`src/rtl/updown_modulo.sv`:
```
// Up/down modulo counter with range 0..lim, variable step, synchronous load and terminal-count flag.
// Optional clamp-at-bound mode (sat input) is compiled in with UPDOWN_MODULO_SATURATE_EN.
module updown_modulo #(
    parameter int WIDTH  = 8,
    parameter int STEP_W = 4
) (
    input  logic              clk,
    input  logic              rst,
    input  logic              ce,
    input  logic              ld,
    input  logic [WIDTH-1:0]  d,
    input  logic              ud,
    input  logic [STEP_W-1:0] step,
`ifdef UPDOWN_MODULO_SATURATE_EN
    input  logic              sat,
`endif
    input  logic [WIDTH-1:0]  lim,
    output logic [WIDTH-1:0]  q,
    output logic              tc,
    output logic              zero,
    output logic              at_lim
);

    logic [WIDTH-1:0] count_q, count_d;
    logic             tc_q, tc_d;
    logic             sat_mode;

`ifdef UPDOWN_MODULO_SATURATE_EN
    assign sat_mode = sat;
`else
    assign sat_mode = 1'b0;
`endif

    // All arithmetic is one bit wider than the counter so lim = 2^WIDTH-1 cannot overflow.
    logic [WIDTH:0] cnt_x, lim_x, lim_p1, step_x, eff_step;
    logic [WIDTH:0] up_sum, up_raw, up_wrap, dn_wrap;
    logic           lim_zero, out_of_range, step_nz;
    logic           up_cross, dn_cross, up_cross_raw, dn_cross_raw;

    always_comb begin
        cnt_x        = {1'b0, count_q};
        lim_x        = {1'b0, lim};
        lim_p1       = lim_x + 1'b1;
        step_x       = (WIDTH+1)'(step);
        eff_step     = (step_x > lim_x) ? lim_x : step_x;
        lim_zero     = (lim == '0);
        out_of_range = (count_q > lim);
        step_nz      = (step != '0);

        up_sum       = cnt_x + eff_step;
        up_cross     = (up_sum > lim_x);
        up_wrap      = up_sum - lim_p1;
        dn_cross     = (eff_step > cnt_x);
        dn_wrap      = cnt_x + lim_p1 - eff_step;

        // Clamping compares the unreduced step so an oversized step still registers as a crossing.
        up_raw       = cnt_x + step_x;
        up_cross_raw = (up_raw > lim_x);
        dn_cross_raw = (step_x > cnt_x);
    end

    always_comb begin
        count_d = count_q;
        tc_d    = 1'b0;
        if (ce) begin
            if (ld) begin
                count_d = (d > lim) ? lim : d;
            end else if (out_of_range) begin
                count_d = ud ? '0 : lim;
            end else if (step_nz) begin
                if (lim_zero) begin
                    count_d = '0;
                    tc_d    = 1'b1;
                end else if (sat_mode) begin
                    if (ud) begin
                        if (up_cross_raw) begin
                            count_d = lim;
                            tc_d    = 1'b1;
                        end else begin
                            count_d = up_raw[WIDTH-1:0];
                        end
                    end else begin
                        if (dn_cross_raw) begin
                            count_d = '0;
                            tc_d    = 1'b1;
                        end else begin
                            count_d = count_q - WIDTH'(step);
                        end
                    end
                end else if (ud) begin
                    if (up_cross) begin
                        count_d = up_wrap[WIDTH-1:0];
                        tc_d    = 1'b1;
                    end else begin
                        count_d = up_sum[WIDTH-1:0];
                    end
                end else begin
                    if (dn_cross) begin
                        count_d = dn_wrap[WIDTH-1:0];
                        tc_d    = 1'b1;
                    end else begin
                        count_d = count_q - eff_step[WIDTH-1:0];
                    end
                end
            end
        end
    end

    always_ff @(posedge clk) begin
        if (rst) begin
            count_q <= '0;
            tc_q    <= 1'b0;
        end else begin
            count_q <= count_d;
            tc_q    <= tc_d;
        end
    end

    assign q      = count_q;
    assign tc     = tc_q;
    assign zero   = (count_q == '0);
    assign at_lim = (count_q == lim);

endmodule

```
`config.mk`:
```
export PLATFORM = sky130hd
export DESIGN_NAME = updown_modulo
export DESIGN_NICKNAME = d
export VERILOG_FILES = /design/src/rtl/updown_modulo.sv
export SDC_FILE = /design/constraint.sdc
export NUM_CORES = 1
export LEC_CHECK = 0
export CAP_MARGIN = 20
export CORE_ASPECT_RATIO = 1.1
export CORE_MARGIN = 5
export CORE_UTILIZATION = 45
export CTS_CLUSTER_SIZE = 20
export DETAILED_ROUTE_END_ITERATION = 16
export PLACE_DENSITY = 0.66
export SLEW_MARGIN = 15
export SYNTH_ARGS = -nofsm -noshare
export SYNTH_HDL_FRONTEND = slang
export SYNTH_SLANG_ARGS = --single-unit
```
`constraint.sdc`:
```
create_clock -name clk -period 5.8 [get_ports clk]
set_clock_uncertainty 0.15 [all_clocks]
set_input_delay 0.87 -clock clk [delete_from_list [all_inputs] [get_ports clk]]
set_output_delay 0.87 -clock clk [all_outputs]
set_load 0.02 [all_outputs]
```
==> results.ini <==
[yosys]
ys_seq_elements=9
syn-instance-count=386
yosysTopAreaCell=ha_1
yosys-top-cells-area=ha_1 (24%), fa_1 (6.4%), xnor2_1 (6.2%)
ys_warn_count=0
synthFlopType=dfxtp_1
synth_area_per_cell_um2=8.08
yosysSeqAreaShare=0.0577
syn-cell-area_um2=3120
synthDistinctLibCells=66
synth_edf_count=0
synth_top_cell_area_share=0.245
synthArstFlopShare=0

[cells_and_area]
fillers=613
drive_gt1_frac=0.140
syn_to_final_growth_pct=25.6
nNetsFinal=553
layout.cells.non_filler=538
post-route-util=0.587
antenna_cells=0

[setup_path]
crit_required_ps=5800
reg2reg_slack_ps=1930
critPathTopFamily=compound AO/OA/AOI/OAI gates
critPathArrivalTime_ps=5530
cp_max_fo=8
crit_path_end_kind=flop
ff2ff_path_depth=14
critical_path_class=input port to flop
critPathBufInv=3
worst_path_most_repeated_cell=o21a_1
r2r_start=q[4]
path_cells=clkdlybuf4s50_1 > ha_4 > o21a_1 > o21a_1 > o211ai_1 > buf_4 > nand2_1 > o21ai_2 > ha_2 > inv_1 > fa_2 > nor2b_4 > o31ai_4 > a21oi_1 > nor2_1 > xor2_1 > ha_1 > a2111oi_4 > o21ai_1 > o22a_2 > nor2_8 > mux2i_1 > a2111o_1 > a211oi_2
r2r_end=q[3]
cp-start-kind=input port
cp_slowest_cell=clkdlybuf4s50_1
critical_path.max_stage_delay_ps=570

[global_route]
antenna_found_initial=0
grt_pass1_wl_um=15000
overflow=0
first_global_vias=3050
grt_max_degree=15
grt_usage=0.220

[power_and_ir_drop]
peakVddDrop_uv=124
leakagePower_nw=1.78
p_total_w=0.00118
power_per_cell_area_nw_per_um2=302

[floorplanning]
initial_core_util=0.468
die_y_um=97.3
dieArea_um2=8700
rows=31
pin_count=36
coreArea_um2=6670
fp.dieW_um=89.4

[clock_tree]
cts_setup_buffers=0
htree_num_levels=1
cts_tree=done
cts_buffers=3
root_buffer=clkbuf_8
path_clk_slew_ps=40
cts_max_path_buffers=2
worstSkewPairLatency_ps=240
clock-sinks=9

[routing]
ant_nets=0
viasPerCell=5.77
drt_wl_total_um=9290
vias=3103
wl_per_cell_um=17.3
drtIter0Drc=146
drtPass1Iterations=4
drc=0

[worst_hold_path]
min_from=q[3]
holdCritPathClass=flop to flop
holdPathEnd=q[3]
hold_depth=2

[sta]
rsz0062_at_grt=false
setup_violations=0
fmax_mhz=181
tns_ps=0
finalMaxSlewViolations=0
fin_crit_sh=0.954
tightestPinTransition_ps=624
post-route-min-period_ps=5530
hold_violations=0
slew_headroom=0.580

[placement]
finalWeightedCongestion=0.907
port_buffers=35
dp_hpwl_um=7920
placed_cells=534

[status]
status=complete, no violations

[run]
maxCapViolCount=0

## layout by cell type (no fill, tap or decap), drive strengths merged, types with 16 or more instances in the layout
cell,instances
mux2i,16
nand2,28
ha,61
o21ai,21
inv,42
xnor2,22
buf,32
clkdlybuf4s50,33
nor2,23
a21oi,23
## how the worst max path moves through the flow
stage,startpoint,to,slack (ps),depth (start not counted)
CTS,lim[1],q[3],20,26
finish,step[2],q[3],270,24
detailed placement,lim[1],q[3],-200,26
global route,step[2],q[3],40,24
floorplan,lim[1],q[3],230,24
global placement,lim[1],q[3],-110,26
## cells in the mapped netlist (all sizes together) (3+ instances only)
| library cell | count |
|---|---|
| nand3 | 8 |
| inv | 42 |
| or3 | 5 |
| or4 | 4 |
| a31oi | 3 |
| o211ai | 4 |
| xnor2 | 22 |
| nor2 | 23 |
| dfxtp | 9 |
| a211o | 3 |
| ha | 61 |
| nand2 | 28 |
| a21oi | 23 |
| mux2i | 16 |
| nor4 | 3 |
| a211oi | 7 |
| nand4 | 8 |
| o41ai | 3 |
| nor3 | 4 |
| nor2b | 7 |
| o21ai | 21 |
| fa | 10 |
| xor2 | 10 |
| clkbuf | 5 |
| o22a | 4 |
| a221o | 3 |
| buf | 5 |
| nand2b | 4 |
| o21bai | 3 |
| o21a | 4 |
## tightest hold or removal path: stages, from the launching register on
cell and delay, ps:
dfxtp_1 420, nor2_1 170, a211oi_2 50
## power breakdown
part / internal, W / leakage (nW) / switching [W]
Sequential: 0.0000735 / 0.0748 / 0.0000303
Combinational: 0.000477 / 1.68 / 0.000527
Clock: 0.0000480 / 0.0228 / 0.0000260
Total: 0.000598 / 1.78 / 0.000584
## logic make-up (layout without fill, tap and decap cells)
| logic type | count (synthesis) | after routing | synth area share |
|---|---|---|---|
| xor gates and xnor gates | 32 | 32 | 0.0898 |
| AOI/OAI and AO/OA | 100 | 100 | 0.245 |
| other | 2 | 11 | 0.00241 |
| and+or+nand+nor | 102 | 102 | 0.170 |
| adders and majority gates | 71 | 71 | 0.309 |
| buffers and inverters | 52 | 113 | 0.0666 |
| DFF | 9 | 9 | 0.0577 |
| muxes | 18 | 18 | 0.0597 |
## metal layers
| metal | share of wire | up-vias | wire length [µm] | track usage |
|---|---|---|---|---|
| li1 | - | 1533 | - | - |
| met1 | 0.43 | 1470 | 4030 | 0.294 |
| met2 | 0.51 | 89 | 4760 | 0.384 |
| met3 | 0.042 | 11 | 386 | 0.0102 |
| met4 | 0.012 | 0 | 116 | 0.0424 |
| met5 | 0 | - | 0 | 0 |
## repair_timing
action | in CTS | in global routing
hold endpoints to repair | 0 | 0
gates resized for setup | 0 | 16
setup endpoints to repair | 0 | 9
hold buffers | 0 | 0
## through the flow
stage	cell area (µm²)	hold slack [ps]	setup WS, ps
global placement	3800	543	-109
finish	3920	550	270
floorplan	3150	532	234
CTS	3840	552	20.8
detailed placement	3800	547	-204
global route	3920	587	40.4
## state kept, by name, indices dropped and copies added, names as in the netlist
name  cells
q         8
tc        1
## cell type report
type	count	area [µm²]	share of cell area
multi-input cells	334	2830	0.723
clock buffers	4	45.0	0.0115
flip-flops and latches	9	180	0.0460
inverters	42	158	0.0402
well taps	82	103	0.0262
repair buffers	67	599	0.153
(Power assumes the default switching activity.)
